## config.mk

```make
export PLATFORM = sky130hd
export DESIGN_NAME = ram_ctrl
export DESIGN_NICKNAME = d
export VERILOG_FILES = /design/src/rtl/ram_ctrl_pkg.sv /design/src/rtl/ram_sp_array.sv /design/src/rtl/ram_ctrl.sv
export SDC_FILE = /design/constraint.sdc
export NUM_CORES = 1
export LEC_CHECK = 0
export ABC_AREA = 1
export BUFFER_PORTS_ARGS = -buffer_cell sky130_fd_sc_hd__buf_2
export CORE_MARGIN = 3
export CORE_UTILIZATION = 45
export CTS_CLUSTER_DIAMETER = 100
export CTS_CLUSTER_SIZE = 40
export DETAILED_ROUTE_END_ITERATION = 8
export PLACE_DENSITY_LB_ADDON = 0.08
export SYNTH_ARGS = -nofsm -noshare
export SYNTH_HDL_FRONTEND = slang
export SYNTH_SLANG_ARGS = --single-unit
```

## constraint.sdc

```tcl
create_clock -name clock -period 2.34 [get_ports clock]
set_input_delay 0.117 -clock clock [delete_from_list [all_inputs] [get_ports clock]]
set_output_delay 0.117 -clock clock [all_outputs]
set_load 0.01 [all_outputs]
```

## src/rtl/ram_ctrl_pkg.sv

```systemverilog
// ram_ctrl_pkg
//   Shared definitions for the RAM command sequencer.
//   - OP_* : command opcodes carried on cmd_op
//   - state_t : controller states (idle, bulk fill, bulk scan)
package ram_ctrl_pkg;

  localparam logic [1:0] OP_READ  = 2'b00;
  localparam logic [1:0] OP_WRITE = 2'b01;
  localparam logic [1:0] OP_FILL  = 2'b10;
  localparam logic [1:0] OP_SCAN  = 2'b11;

  typedef enum logic [1:0] {
    S_IDLE = 2'd0,
    S_FILL = 2'd1,
    S_SCAN = 2'd2
  } state_t;

endpackage

```

## src/rtl/ram_sp_array.sv

```systemverilog
// ram_sp_array
//   Inferred single-port synchronous memory, no reset (contents survive reset).
//   Ports:
//     clock : rising-edge clock
//     we    : write enable, writes din to mem[addr]
//     addr  : shared read/write address
//     din   : write data
//     dout  : registered read data, mem[addr] as seen before this edge's write
module ram_sp_array #(
  parameter int DATA_WIDTH = 4,
  parameter int ADDR_WIDTH = 5
) (
  input  logic                  clock,
  input  logic                  we,
  input  logic [ADDR_WIDTH-1:0] addr,
  input  logic [DATA_WIDTH-1:0] din,
  output logic [DATA_WIDTH-1:0] dout
);

  localparam int DEPTH = 2 ** ADDR_WIDTH;

  logic [DATA_WIDTH-1:0] mem [0:DEPTH-1];

  // Plain read-first single-port RAM so synthesis maps it onto block/distributed RAM.
  always_ff @(posedge clock) begin
    if (we) begin
      mem[addr] <= din;
    end
    dout <= mem[addr];
  end

endmodule

```

## src/rtl/ram_ctrl.sv

```systemverilog
// ram_ctrl
//   Single-port memory with a command sequencer: single-word READ/WRITE plus
//   bulk FILL (write one value everywhere) and SCAN (stream all words out and
//   count those equal to a match value).
//   Ports:
//     clock, resetn        : clock, asynchronous active-low reset
//     cmd_valid/cmd_ready  : command handshake, ready only while idle
//     cmd_op               : READ / WRITE / FILL / SCAN
//     cmd_addr             : READ/WRITE address
//     cmd_data             : write data, fill value or match value
//     rd_valid/rd_data/rd_addr : read result stream (READ and SCAN)
//     busy                 : high during FILL and SCAN
//     done                 : one-cycle pulse at FILL/SCAN completion
//     match_count          : SCAN match total, updated at SCAN end
module ram_ctrl
  import ram_ctrl_pkg::*;
#(
  parameter int DATA_WIDTH = 4,
  parameter int ADDR_WIDTH = 5
) (
  input  logic                  clock,
  input  logic                  resetn,
  input  logic                  cmd_valid,
  output logic                  cmd_ready,
  input  logic [1:0]            cmd_op,
  input  logic [ADDR_WIDTH-1:0] cmd_addr,
  input  logic [DATA_WIDTH-1:0] cmd_data,
  output logic                  rd_valid,
  output logic [DATA_WIDTH-1:0] rd_data,
  output logic [ADDR_WIDTH-1:0] rd_addr,
  output logic                  busy,
  output logic                  done,
  output logic [ADDR_WIDTH:0]   match_count
);

  localparam int DEPTH = 2 ** ADDR_WIDTH;
  localparam logic [ADDR_WIDTH-1:0] LAST_ADDR = ADDR_WIDTH'(DEPTH - 1);

  state_t                state;
  state_t                state_next;
  logic [ADDR_WIDTH-1:0] counter;
  logic [DATA_WIDTH-1:0] op_val;
  logic [ADDR_WIDTH:0]   acc;
  logic [DATA_WIDTH-1:0] rd_data_q;
  logic                  rd_from_array;
  logic                  accept;
  logic                  last;
  logic                  hit;

  logic                  arr_we;
  logic [ADDR_WIDTH-1:0] arr_addr;
  logic [DATA_WIDTH-1:0] arr_din;
  logic [DATA_WIDTH-1:0] arr_dout;

  ram_sp_array #(
    .DATA_WIDTH(DATA_WIDTH),
    .ADDR_WIDTH(ADDR_WIDTH)
  ) u_array (
    .clock(clock),
    .we   (arr_we),
    .addr (arr_addr),
    .din  (arr_din),
    .dout (arr_dout)
  );

  assign cmd_ready = (state == S_IDLE);
  assign busy      = (state != S_IDLE);
  assign accept    = cmd_valid && cmd_ready;
  assign last      = (counter == LAST_ADDR);
  assign hit       = (arr_dout == op_val);

  // A READ result comes straight from the array's output register in the cycle
  // after accept; at every other time the held copy is shown.
  assign rd_data = rd_from_array ? arr_dout : rd_data_q;

  always_ff @(posedge clock or negedge resetn) begin
    if (!resetn) begin
      state <= S_IDLE;
    end else begin
      state <= state_next;
    end
  end

  // SCAN reads one word ahead: the accept edge fetches word 0 and each scan
  // edge fetches counter+1, so the word for counter is already on arr_dout
  // when its scan edge arrives and the final count includes the last word.
  always_comb begin
    state_next = state;
    arr_we     = 1'b0;
    arr_addr   = cmd_addr;
    arr_din    = cmd_data;
    case (state)
      S_IDLE: begin
        if (accept) begin
          case (cmd_op)
            OP_WRITE: arr_we = 1'b1;
            OP_FILL:  state_next = S_FILL;
            OP_SCAN: begin
              state_next = S_SCAN;
              arr_addr   = '0;
            end
            default: ;
          endcase
        end
      end
      S_FILL: begin
        arr_we   = 1'b1;
        arr_addr = counter;
        arr_din  = op_val;
        if (last) begin
          state_next = S_IDLE;
        end
      end
      S_SCAN: begin
        arr_addr = counter + ADDR_WIDTH'(1);
        if (last) begin
          state_next = S_IDLE;
        end
      end
      default: state_next = S_IDLE;
    endcase
  end

  always_ff @(posedge clock or negedge resetn) begin
    if (!resetn) begin
      counter       <= '0;
      op_val        <= '0;
      acc           <= '0;
      match_count   <= '0;
      rd_valid      <= 1'b0;
      rd_addr       <= '0;
      rd_data_q     <= '0;
      rd_from_array <= 1'b0;
      done          <= 1'b0;
    end else begin
      rd_valid      <= 1'b0;
      rd_from_array <= 1'b0;
      done          <= 1'b0;
      if (rd_from_array) begin
        rd_data_q <= arr_dout;
      end
      case (state)
        S_IDLE: begin
          if (accept) begin
            case (cmd_op)
              OP_READ: begin
                rd_valid      <= 1'b1;
                rd_from_array <= 1'b1;
                rd_addr       <= cmd_addr;
              end
              OP_FILL, OP_SCAN: begin
                op_val  <= cmd_data;
                counter <= '0;
                acc     <= '0;
              end
              default: ;
            endcase
          end
        end
        S_FILL: begin
          if (last) begin
            counter <= '0;
            done    <= 1'b1;
          end else begin
            counter <= counter + ADDR_WIDTH'(1);
          end
        end
        S_SCAN: begin
          rd_valid  <= 1'b1;
          rd_data_q <= arr_dout;
          rd_addr   <= counter;
          acc       <= acc + (ADDR_WIDTH + 1)'(hit);
          if (last) begin
            counter     <= '0;
            done        <= 1'b1;
            match_count <= acc + (ADDR_WIDTH + 1)'(hit);
          end else begin
            counter <= counter + ADDR_WIDTH'(1);
          end
        end
        default: ;
      endcase
    end
  end

endmodule

```

# [Word-level counts from Yosys, hierarchy flattened]
# Memories as Yosys holds them, arrays and structs flattened. A register that Yosys moved wholly into a read port is not among the register bits.
# Index checks and enable logic that the tools add are counted.
# Widths: inputs -> output; s select.
[op_classes] add_sub_neg=2 eq_ne=12 muxes=31 n_reduce_logical=14
[op_table] operator="$mux 5" n=7
[op_table] operator="$pmux 5 s2" n=2
[op_table] operator="$pmux 5 s3" n=1
[op_table] operator="$reduce_and 3->1" n=5
[op_table] operator="$mux 4" n=3
[op_table] operator="$mux 6" n=2
[op_table] operator="$pmux 6 s2" n=1
[op_table] operator="$mux 1" n=9
[op_table] operator="$ne 2x1->1 const B" n=4
[op_table] operator="$pmux 2 s2" n=2
[op_table] operator="$add 6x1->6" n=1
[op_table] operator="$eq 2x2->1 const B" n=3
[op_table] operator="$reduce_bool 2->1" n=3
[op_table] operator="$add 5x1->5 const B" n=1
[op_table] operator="$eq 5x5->1 const B" n=1
[op_table] operator="$eq 2x1->1 const B" n=2
[op_table] operator="$eq 4x4->1" n=1
[op_table] operator="$logic_not 2->1" n=2
[op_table] operator="$mux 2" n=2
[op_table] operator="$pmux 1 s2" n=2
[op_table] operator="$reduce_or 2->1" n=2
[op_table] operator="$ne 3x1->1 const B" n=1
[op_table] operator="$reduce_and 2->1" n=1
[op_table] operator="$logic_and 1x1->1" n=1
[word_totals] reg_bits=35 ramBits=128 out_inout_bits=19 word_cells=70 memories=1
[mem_list] memory="u_array.mem" depth=32 width=4 rd=1 rd_clocked_by_memory_dff=1 write_ports=1 line_no="ram_sp_array.sv:22" source="logic [DATA_WIDTH-1:0] mem [0:DEPTH-1];"

# [Longest topological paths before layout]
# Gate-level depths: netlist of the first run.
[depth] ltp_word=6 ltp_mapped=16 ltp_nobuf=15

# [Modules after synthesis]
# From an unflattened synthesis of the first run, not the netlist that was laid out.
[hier_totals] hier_cells=811 hier_area_um2=7566.0
[by_module_without_submodules] mod="ram_sp_array" instances=1 cells_per_inst=558 area_each_um2=5602.9 seq_area_each_um2=3923.8
[by_module_without_submodules] mod="ram_ctrl" instances=1 cells_per_inst=253 area_each_um2=1963.1 seq_area_each_um2=875.8

# [Least setup slack after synthesis of the first run]
# No wires, ideal clock.
[synth_timing] path_type="register to register" startpoint="register state[1]" endpoint="memory u_array.mem[0][0], data pin" arrival_time_ps=2083 setup_slack_ps=-197 stages_incl_launch_ff=5 n_path_buf=1 cell_sequence="dfrtp_1 inv_1 ha_1 buf_2 o21ai_0"
[synth_via] elab_chain_len=2
[synth_lines] item="from (decl)" line_no="ram_ctrl.sv:39" source="state_t state;"
[synth_lines] item="from (signal assigned)" line_no="ram_ctrl.sv:80" source="state <= state_next;"
[synth_lines] item="$eq 2x1->1" line_no="ram_ctrl.sv:92" source="case (state)"
[synth_lines] item="$mux 4" line_no="ram_ctrl.sv:92"
[synth_lines] item="via arr_din[0]" line_no="ram_ctrl.sv:52" source="logic [DATA_WIDTH-1:0] arr_din;"
[synth_lines] item="to (decl)" line_no="ram_sp_array.sv:22"
# The timed path passes the listed nets, and every way through them passes these cells.

# [Final worst setup path of the first run]
[layout_timing] startpoint="register counter[0]" endpoint="memory u_array.mem[9][0] (enable)"
[layout_via] elab_chain_len=2
[layout_lines] item="from (decl)" line_no="ram_ctrl.sv:41" source="logic [ADDR_WIDTH-1:0] counter;"
[layout_lines] item="from (signal assigned)" line_no="ram_ctrl.sv:165" source="counter <= counter + ADDR_WIDTH'(1);"
[layout_lines] item="from (signal assigned)" line_no="ram_ctrl.sv:178" source="counter <= counter + ADDR_WIDTH'(1);"
[layout_lines] item="$add 5x1->5" line_no="ram_ctrl.sv:115" source="arr_addr = counter + ADDR_WIDTH'(1);"
[layout_lines] item="$pmux 5 s3 (*)" line_no="ram_ctrl.sv:92"
# Mark *: on every way between the ends. The rest lies on a longest branch, timed or not.

==> flow_summary.json, run 1 <==
{
  "clkTransAtPathRegs_ps": 60,
  "synthArstFlopShare": 0.210,
  "die_x_um": 136,
  "syn_nets": 829,
  "hp-class": "in2reg",
  "setup_viol": 0,
  "clk_latency_ps": 420,
  "crit_path_frequent_cell": "nor2_2",
  "cp_max_fo": 4,
  "yosys.area.top_type_share": 0.505,
  "synthToLayoutAreaGrowth_pct": 22.1,
  "ys_seq_area_frac": 0.631,
  "power.leakage_nw": 4.05,
  "synth_commonest_cells": "352 x nand2_1, 128 x edfxtp_1, 79 x nand3_1, 60 x nor2_1, 43 x inv_1",
  "gp_congestion": 0.867,
  "fin_crit_ps": 2280,
  "dp.cells": 1079,
  "numCtsBuffers": 17,
  "cts_root_buf": "clkbuf_16",
  "die_area_mm2": 0.0185,
  "slowest_stage": "dfrtp_1",
  "end_kind": "flop",
  "timing.fmax_mhz": 439,
  "p_total_mw": 11.2,
  "finalCritPeriodShare": 0.974,
  "crit_chain": "ha_2, nand2_2, nor2_1, ha_1, nand2_1, nand2_1, inv_2, nor2_2, a21oi_2, nand2_2, nor2_2, inv_2, nor2_2, buf_4",
  "power_density_mw_per_mm2": 1200,
  "firstDrtPassIters": 5,
  "wirelength_um": 18300,
  "slew_headroom": 0.329,
  "final_util": 0.573,
  "io_pins": 33,
  "place.port_buffers": 32,
  "grt_pass1_vias": 5681,
  "fillers": 1412,
  "synth_edf_count": 128,
  "core.rowCount": 46,
  "crit_arrival_ps": 2420,
  "max-cap-violations": 0,
  "synth.most_common_cell": "nand2_1",
  "power.share.combinational": 0.402,
  "synth_area_leaders": "edfxtp_1 51%, nand2_1 17%, dfrtp_1 12%",
  "cts_sinks": 167,
  "hpwl_um": 12400,
  "maxSlewViolCount": 0,
  "initial_core_util": 0.469,
  "die_y_um": 136,
  "start_kind": "flop",
  "num_vias": 5758,
  "antenna_found_initial": 0,
  "multi_input_area_mm2": 0.00269,
  "cts_buffer_depth": 2,
  "critical_path_required_ps": 2480,
  "peakVddDrop_uv": 800,
  "yosys.cell_types.count": 28,
  "syn_inst": 807,
  "final_hold_viol_count": 0,
  "wire_per_inst_um": 16.3,
  "critPathKind": "reg2reg",
  "timing_worst_slew_pin_value_ps": 1000,
  "coreArea_mm2": 0.0162,
  "grt_max_degree": 37,
  "path_buf_inv": 3,
  "p_sw_mw": 4.33,
  "worst_slack_ps": 60.9,
  "ys.flop_type": "edfxtp_1",
  "routed_via_density": 5.13,
  "grt_use_total": 0.205,
  "yosys_warnings": 0,
  "layoutNonFillerInstCount": 1122,
  "ant_nets": 0,
  "place_ws_ps": -138,
  "crit_path_max_incr_delay_ps": 380,
  "p_seq_frac": 0.356,
  "switching_share": 0.387,
  "rsz0062_at_grt": "true",
  "register_area_mm2": 0.00480,
  "antenna_cells": 0,
  "grt_overflow": 0,
  "first_iter_violations": 366,
  "syn_area_per_cell_um2": 9.43,
  "tritoncts": "yes",
  "htreeDepth": 4,
  "grt_first_pass_wirelength_um": 28800,
  "placed_cell_area_mm2": 0.00834,
  "netlist_area_mm2": 0.00761,
  "path_delay_family": "simple AND/OR/NAND/NOR gates",
  "drc": 0,
  "internal_power_mw": 6.87,
  "clock_skew_ps": 7.44,
  "tns_ps": 0,
  "whs_ps": 30.7,
  "fin_area_mm2": 0.00929,
  "synth_seq_cells": 167,
  "status": "finished, final reports clean",
  "drive_gt1_frac": 0.209,
  "layout.nets": 915,
  "clockPowerShare": 0.242,
  "yosysTopAreaCell": "edfxtp_1"
}
layer usage:
metal | up-vias | wire length, µm | GRT usage
li1 | 2826 | - | -
met1 | 2737 | 8010 | 0.266
met2 | 165 | 8930 | 0.346
met3 | 30 | 952 | 0.0389
met4 | 0 | 389 | 0.0677
met5 | - | 0 | 0
sequential cells by signal (all words and copies together), names as in the netlist:
| register | cells |
|---|---|
| acc | 6 |
| counter | 5 |
| done | 1 |
| match_count | 6 |
| op_val | 4 |
| rd_addr | 5 |
| rd_data_q | 4 |
| rd_from_array | 1 |
| rd_valid | 1 |
| state | 2 |
| u_array.dout | 4 |
| u_array.mem | 128 |
cell type report:
class	count	share of cell area
Timing Repair Buffer	100	0.0831
Tap cell	216	0.0291
Multi-Input combinational cell	561	0.290
Sequential cell	167	0.516
Clock inverter	14	0.0163
Inverter	46	0.0194
Clock buffer	18	0.0462
power groups by stage:
| stage | clock network, mW | registers, mW | logic, mW |
|---|---|---|---|
| finish | 2.71 | 3.99 | 4.50 |
| global route | 2.90 | 4.01 | 5.02 |
| CTS | 2.77 | 3.98 | 4.26 |
| detailed placement | 0 | 4.04 | 4.17 |
| global placement | 0 | 4.04 | 4.13 |
| floorplan | 0 | 4.07 | 2.62 |
placed cells by master (no fill, tap or decap), drive strengths merged:
cell and count:
dfxtp 4, nor3 1, clkinvlp 2, clkinv 7
o31ai 2, bufinv 2, nand3 80, a21oi 5
o21ai 26, dlygate4sd3 8, clkbuf 19, nand2 356
xor2 8, o211ai 1, nand4 3, ha 8
o22ai 6, inv 49, nor2 60, edfxtp 128
nor4 1, buf 91, dfrtp 35, a31oi 4
final timing paths:
| kind | startpoint | endpoint | slack [ps] | cells after the start |
|---|---|---|---|---|
| min reg2reg | match_count[2] | match_count[2] | 490 | 2 |
| min | cmd_addr[4] | rd_addr[4] | 30 | 3 |
| max | counter[0] | u_array.mem[9][0] | 60 | 14 |
| max in group asynchronous | resetn | op_val[1] | 1510 | 2 |
| min in group asynchronous | resetn | rd_addr[1] | 310 | 2 |
| max reg2reg | counter[0] | u_array.mem[9][0] | 60 | 14 |
tightest hold or removal path: stages:
cell     delay (ps)
buf_2           140
nand2_1          70
a31oi_1          80
logic make-up after synthesis:
family                   count (synthesis)  synth area share
AO/OA/AOI/OAI                           44            0.0316
XOR/XNOR                                 8           0.00921
adder cells (fa/ha/maj)                  8            0.0132
buffers and inverters                   79            0.0493
flip-flops                             167             0.631
AND/OR/NAND/NOR                        501             0.266
what timing repair did:
action                                 CTS  global route
setup buffers                            0             2
endpoints found under the hold margin   42             0
setup endpoints to repair              125           132
pin swaps                                1             5
gates resized for setup                 23            61
cloned                                   0             1
hold buffers                             8             0
Power figures use the tool's default switching activity.
==> run 2: changes to the inputs <==
--- a/config.mk
+++ b/config.mk
@@ -13,4 +13,5 @@
 export CTS_CLUSTER_SIZE = 40
 export DETAILED_ROUTE_END_ITERATION = 8
+export GPL_TIMING_DRIVEN = 0
 export PLACE_DENSITY_LB_ADDON = 0.08
 export SYNTH_ARGS = -nofsm -noshare
==> constraint.sdc (replaced) <==
create_clock -name clock -period 2.34 [get_ports clock]
set_input_delay 0.234 -clock clock [delete_from_list [all_inputs] [get_ports clock]]
set_output_delay 0.234 -clock clock [all_outputs]
set_load 0.01 [all_outputs]
==> run 2 against run 1 <==
The flow now finishes with violations (negative setup slack). Clock-buffer cell count down 1. First-iteration DRC count up 0.82%. Global-route usage up 3.3 points. Clock skew up 3.3 ps. Via count up 3.9%. Highest routed layer unchanged. Critical path depth down 1. Non-clock buffer count down 6.
==> flow_summary.json, run 2 (synthesized netlist as in run 1, its figures left out) <==
{
  "max-cap-violations": 0,
  "coreArea_mm2": 0.0162,
  "cts_sinks": 167,
  "tritoncts": "yes",
  "numCtsBuffers": 17,
  "cts_buffer_depth": 2,
  "hold_end": "rd_addr[1]",
  "power.leakage_nw": 4.02,
  "routed_via_density": 5.36,
  "largest_register_ffs": 128,
  "drc": 0,
  "timing_worst_slew_pin_value_ps": 958,
  "maxSlewViolCount": 0,
  "timing.fmax_mhz": 408,
  "clk_latency_ps": 440,
  "num_vias": 5982,
  "antenna_found_initial": 0,
  "fin_crit_ps": 2450,
  "core.rowCount": 46,
  "drive_gt1_frac": 0.234,
  "placed_cell_area_mm2": 0.00813,
  "slowest_stage": "dfrtp_1",
  "ant_nets": 0,
  "critical_path_required_ps": 2480,
  "setup_viol": 100,
  "fin_area_mm2": 0.00951,
  "wire_per_inst_um": 18.9,
  "cp_max_fo": 4,
  "reg.largest.list": "u_array.mem: 128 flops, acc: 6 flops, match_count: 6 flops",
  "firstDrtPassIters": 5,
  "min_from": "cmd_addr[1]",
  "htreeDepth": 4,
  "r2r_slack_ps": -110,
  "final_hold_viol_count": 0,
  "place.port_buffers": 32,
  "place_ws_ps": -653,
  "grt_use_total": 0.238,
  "io_pins": 33,
  "grt_pass1_vias": 5919,
  "peakVddDrop_uv": 724,
  "min_delay_path_depth": 3,
  "critPathKind": "reg2reg",
  "wirelength_um": 21000,
  "slew_headroom": 0.359,
  "reg2reg_depth": 13,
  "worst_slack_ps": -109,
  "grt_first_pass_wirelength_um": 32800,
  "die_y_um": 136,
  "grt_max_degree": 36,
  "hp-class": "in2reg",
  "layout_commonest_cell": "nand2_1",
  "die_x_um": 136,
  "crit_chain": "ha_2, nand2_2, nor2_4, ha_4, nand2_2, nand2_2, inv_2, nor2_2, a21oi_2, nand3_2, nor2_4, clkinvlp_4, nor2_4",
  "gp_congestion": 0.896,
  "layout_common_cells": "343 x nand2_1, 128 x edfxtp_1, 75 x nand3_1, 44 x buf_2, 40 x nor2_4",
  "violations": "negative setup slack",
  "path_buf_inv": 2,
  "crit_path_max_incr_delay_ps": 360,
  "synthToLayoutAreaGrowth_pct": 25.0,
  "finalCritPeriodShare": 1.05,
  "layout.nets": 909,
  "cts_root_buf": "clkbuf_16",
  "path_delay_family": "simple AND/OR/NAND/NOR gates",
  "hpwl_um": 14200,
  "status": "finished with violations",
  "initial_core_util": 0.469,
  "grt_overflow": 0,
  "top_register": "u_array.mem",
  "antenna_cells": 0,
  "whs_ps": 81.0,
  "crit_arrival_ps": 2590,
  "clkTransAtPathRegs_ps": 60,
  "start_kind": "flop",
  "power_density_mw_per_mm2": 1260,
  "end_kind": "flop",
  "rr_endpoint": "u_array.mem[7][0]",
  "clock_skew_ps": 10.7,
  "rr_startpoint": "counter[1]",
  "first_iter_violations": 369,
  "rsz0062_at_grt": "true",
  "die_area_mm2": 0.0185
}
## run 2: cell types whose count changed in the layout (fill, tap and decap cells not counted), sizes merged
cell	previous run	this run
inv	49	45
clkinvlp	2	7
dlygate4sd3	8	2
buf	91	86
clkbuf	19	23
## run 2: through the flow
step / setup TNS (ps) / utilization / power [mW] / cells
detailed placement: -65140 / 0.501 / 8.26 / 1058
floorplan: -25250 / - / 6.68 / 807
finish: -4730 / 0.586 / 12.0 / 1116
global placement: -353410 / 0.495 / 8.11 / 1055
CTS: -6530 / 0.572 / 11.7 / 1106
global route: -16590 / 0.586 / 12.6 / 1116
## run 2: routing by layer
layer | track usage | wire, µm | vias to the layer above
met5 | 0 | 0 | -
met4 | 0.0745 | 414 | 0
met3 | 0.0403 | 983 | 40
met2 | 0.418 | 10800 | 189
met1 | 0.300 | 8870 | 2927
li1 | - | - | 2826
## run 2: how the worst max path moves through the flow
stage	from	end	slack (ps)	cells past startpoint
global route	counter[1]	u_array.mem[23][1]	-200	12
detailed placement	counter[0]	u_array.mem[7][0]	-650	13
global placement	state[1]	u_array.mem[6][2]	-2510	4
finish	counter[1]	u_array.mem[7][0]	-110	13
floorplan	state[1]	u_array.mem[0][0]	-200	4
CTS	counter[0]	u_array.mem[7][0]	-160	13
## run 2: worst register-to-register path, stage by stage (launching register included)
cell        delay [ps]
dfrtp_1            360
ha_2               190
nand2_2             70
nor2_4             140
ha_4               210
nand2_2             60
nand2_2             50
inv_2               60
nor2_2              40
a21oi_2            140
nand3_2            120
nor2_4             200
clkinvlp_4         270
nor2_4             220
## run 2: cell type report
class,count,area (µm²)
fill,1371,6720
sequential,167,4800
multi-input combinational,561,2920
timing repair buffer,61,484
clock buffer,17,425
tap,216,270
buffer,33,245
inverter,46,199
clock inverter,15,171
## run 2: repair_timing
item | 4_1_cts | 5_1_grt
setup buffers | 14 | 10
resized for setup | 105 | 42
hold endpoints to repair | 36 | 0
hold buffers | 2 | 0
endpoints found under the setup margin | 132 | 132
pin swaps | 12 | 16
## run 2: power by group
part	internal (mW)	total (mW)	switching (mW)	leakage, nW
Combinational	1.67	5.13	3.47	2.09
Sequential	3.84	3.99	0.150	1.65
Clock	1.59	2.84	1.24	0.287
